--- src/rtl/cordic_result_reader.sv ---
// cordic_result_reader: captures sign-magnitude cos/sin pairs from the CORDIC
// gain-compensation stage, converts them to two's complement and buffers them
// in a small FIFO. The host drains the pairs over a valid/ready handshake. A
// sticky overflow flag records any pair that was dropped because the FIFO was
// full.
module cordic_result_reader #(
   parameter int DATA_WIDTH = 20,
   parameter int FRAC_WIDTH = 12,
   parameter int DEPTH      = 4
) (
   input  logic                       clk,
   input  logic                       rst,
   input  logic                       flush,
   input  logic                       data_ready,
   input  logic [DATA_WIDTH-1:0]      cos_sm_in,
   input  logic [DATA_WIDTH-1:0]      sin_sm_in,
   output logic                       out_valid,
   input  logic                       out_ready,
   output logic [DATA_WIDTH-1:0]      cos_out,
   output logic [DATA_WIDTH-1:0]      sin_out,
   output logic [$clog2(DEPTH):0]     count,
   output logic                       overflow,
   input  logic                       clear_ovf
);

   localparam int PW = $clog2(DEPTH);
   localparam int CW = $clog2(DEPTH) + 1;

   localparam logic [CW-1:0] CNT_FULL = CW'(DEPTH);
   localparam logic [CW-1:0] CNT_ONE  = CW'(1);
   localparam logic [PW-1:0] PTR_ONE  = PW'(1);

   // Pointer wrap relies on natural binary overflow, so DEPTH must be a power
   // of two. FRAC_WIDTH only documents the fixed-point format, but a value
   // that leaves no integer/sign bits is certainly a configuration mistake.
   if (DEPTH < 2 || (DEPTH & (DEPTH - 1)) != 0 || FRAC_WIDTH >= DATA_WIDTH) begin : g_bad_params
      $error("cordic_result_reader: bad DEPTH/FRAC_WIDTH parameters");
   end

   // Sign-magnitude to two's complement. The magnitude is zero-extended by one
   // bit before negation, so negative zero maps to 0 and the most negative
   // code can never appear.
   function automatic logic [DATA_WIDTH-1:0] sm_to_tc(input logic [DATA_WIDTH-1:0] sm);
      logic [DATA_WIDTH-1:0] mag_ext;
      mag_ext = {1'b0, sm[DATA_WIDTH-2:0]};
      return sm[DATA_WIDTH-1] ? -mag_ext : mag_ext;
   endfunction

   // Storage: no reset needed, contents are only observed through valid_q.
   logic [DATA_WIDTH-1:0] cos_mem [DEPTH];
   logic [DATA_WIDTH-1:0] sin_mem [DEPTH];

   logic [PW-1:0] wr_ptr_q, wr_ptr_d;
   logic [PW-1:0] rd_ptr_q, rd_ptr_d;
   logic [CW-1:0] count_q,  count_d;
   logic          valid_q,  valid_d;
   logic          ovf_q,    ovf_d;

   logic [DATA_WIDTH-1:0] cos_tc;
   logic [DATA_WIDTH-1:0] sin_tc;
   logic                  full;
   logic                  pop;
   logic                  push;
   logic                  drop;
   logic                  wr_en;

   assign cos_tc = sm_to_tc(cos_sm_in);
   assign sin_tc = sm_to_tc(sin_sm_in);

   // A pop in the same cycle frees a slot, so a full FIFO still accepts a
   // strobe when the host is draining it.
   assign full  = (count_q == CNT_FULL);
   assign pop   = valid_q & out_ready;
   assign push  = data_ready & (~full | pop);
   assign drop  = data_ready & full & ~pop;
   assign wr_en = push & ~flush;

   // Next-state for pointers, occupancy, valid and the sticky overflow flag.
   always_comb begin
      wr_ptr_d = wr_ptr_q;
      rd_ptr_d = rd_ptr_q;
      count_d  = count_q;
      ovf_d    = ovf_q;

      if (flush) begin
         wr_ptr_d = '0;
         rd_ptr_d = '0;
         count_d  = '0;
      end else begin
         if (push) begin
            wr_ptr_d = wr_ptr_q + PTR_ONE;
         end
         if (pop) begin
            rd_ptr_d = rd_ptr_q + PTR_ONE;
         end
         if (push && !pop) begin
            count_d = count_q + CNT_ONE;
         end else if (pop && !push) begin
            count_d = count_q - CNT_ONE;
         end
      end

      valid_d = (count_d != '0);

      // A drop in the same cycle as clear_ovf keeps the flag set; flush
      // intentionally leaves it alone.
      if (drop) begin
         ovf_d = 1'b1;
      end else if (clear_ovf) begin
         ovf_d = 1'b0;
      end
   end

   // Control state register, cleared immediately on reset.
   always_ff @(posedge clk or posedge rst) begin
      if (rst) begin
         wr_ptr_q <= '0;
         rd_ptr_q <= '0;
         count_q  <= '0;
         valid_q  <= 1'b0;
         ovf_q    <= 1'b0;
      end else begin
         wr_ptr_q <= wr_ptr_d;
         rd_ptr_q <= rd_ptr_d;
         count_q  <= count_d;
         valid_q  <= valid_d;
         ovf_q    <= ovf_d;
      end
   end

   // Write the converted pair at the write pointer on an accepted strobe.
   always_ff @(posedge clk) begin
      if (wr_en) begin
         cos_mem[wr_ptr_q] <= cos_tc;
         sin_mem[wr_ptr_q] <= sin_tc;
      end
   end

   // Head entry is a plain read mux on registered state; masking with valid_q
   // forces the outputs to zero when empty, including right after reset.
   assign cos_out   = valid_q ? cos_mem[rd_ptr_q] : '0;
   assign sin_out   = valid_q ? sin_mem[rd_ptr_q] : '0;
   assign out_valid = valid_q;
   assign count     = count_q;
   assign overflow  = ovf_q;

endmodule
--- config.mk ---
export PLATFORM = sky130hd
export DESIGN_NAME = cordic_result_reader
export DESIGN_NICKNAME = d
export VERILOG_FILES = /design/src/rtl/cordic_result_reader.sv
export SDC_FILE = /design/constraint.sdc
export NUM_CORES = 1
export LEC_CHECK = 0
export ABC_AREA = 1
export CORE_MARGIN = 5
export CORE_UTILIZATION = 45
export CTS_CLUSTER_DIAMETER = 60
export CTS_CLUSTER_SIZE = 30
export DETAILED_ROUTE_END_ITERATION = 6
export GPL_TIMING_DRIVEN = 0
export PLACE_DENSITY = 0.66
export SLEW_MARGIN = 20
export SYNTH_ARGS = -nofsm -noshare
export SYNTH_HDL_FRONTEND = slang
export SYNTH_SLANG_ARGS = --single-unit
export TNS_END_PERCENT = 100
--- constraint.sdc ---
create_clock -name clk -period 3.8 [get_ports clk]
set_clock_uncertainty 0.05 [all_clocks]
set_input_delay 0.57 -clock clk [delete_from_list [all_inputs] [get_ports clk]]
set_output_delay 0.57 -clock clk [all_outputs]
set_load 0.01 [all_outputs]
==> results of run 1 <==
## sequential cells by signal, summed over array words and instances, names as in the netlist
register,cells
cos_mem,80
sin_mem,80
count,3
rd_ptr_q,2
wr_ptr_q,2
out_valid,1
overflow,1
## cell usage in the layout, fill, tap and decap left out, types with 3 or more instances in the layout
master,n
nor2_1,196
dfrtp_1,9
o21ai_1,59
nand3_1,30
xor2_1,14
o21ai_0,38
buf_12,3
a21oi_1,43
nor2_4,6
nand4_1,5
buf_2,8
xnor2_1,6
nand2_1,93
clkbuf_2,7
nand2_2,4
buf_4,10
clkinv_2,4
clkdlybuf4s50_1,88
inv_2,3
inv_1,53
clkbuf_1,10
clkbuf_16,17
edfxtp_1,160
ha_1,9
## layer usage
layer	wire (um)	global-route usage [%]	up-vias
li1	-	-	2861
met3	897	3.66	20
met5	0	0	-
met4	250	6.85	0
met1	8050	23.7	2671
met2	9130	31.0	155
## area by class of cell
type | instances | area (um2)
Fill cell | 1470 | 7510
Sequential cell | 169 | 5030
Multi-Input combinational cell | 518 | 2490
Timing Repair Buffer | 92 | 968
Clock buffer | 20 | 437
Tap cell | 225 | 282
Inverter | 57 | 216
Buffer | 34 | 199
Clock inverter | 10 | 104
## cells in the mapped netlist, types with 2 or more instances
master      n
a21oi_1    43
nor3_4      2
nor3_1      2
nand3b_1    2
o21ai_1    59
inv_1      53
nand3_1    30
nor2_4      2
clkbuf_1    7
inv_2       3
buf_6       2
edfxtp_1  160
ha_1        9
xnor2_1     6
nand4_1     5
buf_4      10
nand3_2     2
buf_2       8
clkbuf_2    7
nand2_1    93
xor2_1     14
nand2_2     4
nor2_1    200
dfrtp_1     9
nor2_2      2
o21ai_0    38
## worst paths after layout
path / slack [ps] / cells past startpoint / endpoint / startpoint
max reg2reg: 1260 / 7 / sin_mem[3][8] / count[0]
max in group asynchronous: 3080 / 2 / wr_ptr_q[1] / rst
min reg2reg: 480 / 2 / overflow / overflow
max: 850 / 6 / cos_out[15] / rd_ptr_q[0]
min: 360 / 2 / count[2] / rst
min in group clk: 480 / 2 / overflow / overflow
## kinds of logic after synthesis
| kind of cell | share of synthesized area, % |
|---|---|
| AO/OA/AOI/OAI | 8.95 |
| XOR/XNOR | 2.22 |
| adder cells (fa/ha/maj) | 1.42 |
| buffers and inverters | 5.26 |
| flip-flops | 63.6 |
| AND/OR/NAND/NOR | 18.5 |
## where the power goes
| group | internal, uW | switching (uW) |
|---|---|---|
| clock network | 951 | 640 |
| logic | 565 | 778 |
| registers | 2180 | 36.8 |
| total | 3690 | 1460 |
## stage by stage
step	area [um2]	setup slack (ps)	setup TNS, ps	power, uW	instances
final	9720	854	0	5150	1125
after global routing	9720	726	0	5400	1125
after CTS	9720	819	0	5200	1125
after detailed placement	9180	763	0	3610	1095
after global placement	9060	-1510	-228890	3590	1091
after floorplan	7900	500	0	2940	778
==> results.md, run 1 <==
* Status: complete, no violations
* Mapped Area at between 7000 and 8000 um2
* Via count at 5,707
* Grt ovf at 0
* Clock Latency Late Sink at 420 ps
* 1st-iter DRT viols at 391
* Yosys cell types at 32
* Placement Rows at 48
* Antenna Nets Post-Route at 0
* Crit path max fanout at 10
* Routability cong. at 0.845
* Initial Util at 45.8%
* Hold buffer count at cts at 0
* Final setup violation count at 0
* F_max at 339 MHz
* Critical Path End Type: output port
* Share of layout cells above drive strength 1 at 8.78%
* Slew HR at 49.4%
* Vias in the first global route at 5,636
* CTS tree: built
* DR WL/cell at roughly 16 um
* CP top delay family: buffers and inverters
* Ys flop type: edfxtp_1
* Initial antenna violation count at 0
* Die X-Extent at 143 um
* CTS buffer count at 17
* PwrDens at approximately 530 nW/um2
* Crit-path max cell delay at 600 ps
* Register area share after synthesis at 63.6%
* Post CTS Setup Buffer Count at 0
* Post-Syn Nets at 833
* Hold slack at around 360 ps
* DIE AREA at between 20,000 and 25,000 um2
* Final core occ at 56.4%
* Clk buf depth at 2
* Pre-Repair DR Iteration Count at 5
* Core area at about 17,000 um2
* Hold Crit Class: in2async
* Overall Global Routing Usage at a little under a fifth
* Ys async rst share at under 10%
* Clk sinks at 169
* RSZ-0062 raised after global routing: false
* Clock-pin slew on the worst setup and hold paths at around 60 ps
* Period minus WS final at 2950 ps
* Max Cap Viol at 0
* Final-report max-slew violation count at 0
* YS warnings at 0
* EDFF count, synth at 160
* Startpoint class of the critical path: flop
* Top-area cell type share of the netlist area at 60.8%
* Crit path max-delay cell type: clkdlybuf4s50_1
* First-pass GRT wire length at 28,800 um
* Largest area contributor in the netlist: edfxtp_1
* Total wire length at around 18,000 um
* # port buffers at 88
* HPWL Detailed at 12,300 um
* Root buf cell: clkbuf_16
* # resized after CTS at 0
* Buffers plus inverters on the worst setup path at 4
* Period utilization at 77.5%
* CP cell instances: buf_4 > inv_4 > clkbuf_2 > o21ai_1 > a21oi_1 > clkdlybuf4s50_1
* Synth area leaders: edfxtp_1 61%, nor2_1 9.5%, nand2_1 4.4%, o21ai_1 3.7%, dfrtp_1 2.8%
* Ant diodes at 0
* Setup CP Type: reg2out
* DR vias/cell at 5.07
* Io pins at 91
* Syn Area/Cell at between 10 and 15 um2
* Pleak at roughly 0.0036 uW
* Nets at 944
* Area grow syn2layout at 23.0%
* CP Data Arrival Time at 2330 ps
* Largest net degree at the start of global routing at 24
* Mapped Cells at 778
* Final Hold Viols at 0
* Max rail drop VDD at 0.000371 V
* # DRC at 0
* CP required at around 3200 ps
* Worst slew pin tran at 758 ps
* H-tree depth at 4
* FF+latch count, synth at 169
* DIE HEIGHT at 143 um
(Power assumes the default switching activity.)
==> inputs of run 2 (changes only) <==
==> constraint.sdc (replaced) <==
create_clock -name clk -period 3 [get_ports clk]
set_clock_uncertainty 0.05 [all_clocks]
set_input_delay 0.45 -clock clk [delete_from_list [all_inputs] [get_ports clk]]
set_output_delay 0.45 -clock clk [all_outputs]
set_load 0.01 [all_outputs]
==> results of run 2 <==
Same layout as run 1 (identical final DEF). Status: complete, no violations.
Among the figures that moved: setup slack after placement 763 ps -> 83.0 ps; setup slack after layout 854 ps -> 174 ps; hold slack 363 ps -> 243 ps; register-to-register setup slack 1260 ps -> 460 ps; total power 5150 uW -> 6520 uW; worst IR drop on VDD 0.000371 V -> 0.000469 V
==> inputs of run 3 (changes only) <==
==> constraint.sdc (replaced) <==
create_clock -name clk -period 3.67 [get_ports clk]
set_clock_uncertainty 0.05 [all_clocks]
set_input_delay 0.5505 -clock clk [delete_from_list [all_inputs] [get_ports clk]]
set_output_delay 0.5505 -clock clk [all_outputs]
set_load 0.01 [all_outputs]
==> results of run 3 <==
Same layout as run 1 (identical final DEF). Status: complete, no violations.
Among the figures that moved: setup slack after placement 763 ps -> 653 ps; setup slack after layout 854 ps -> 744 ps; hold slack 363 ps -> 344 ps; register-to-register setup slack 1260 ps -> 1130 ps; total power 5150 uW -> 5330 uW; worst IR drop on VDD 0.000371 V -> 0.000384 V
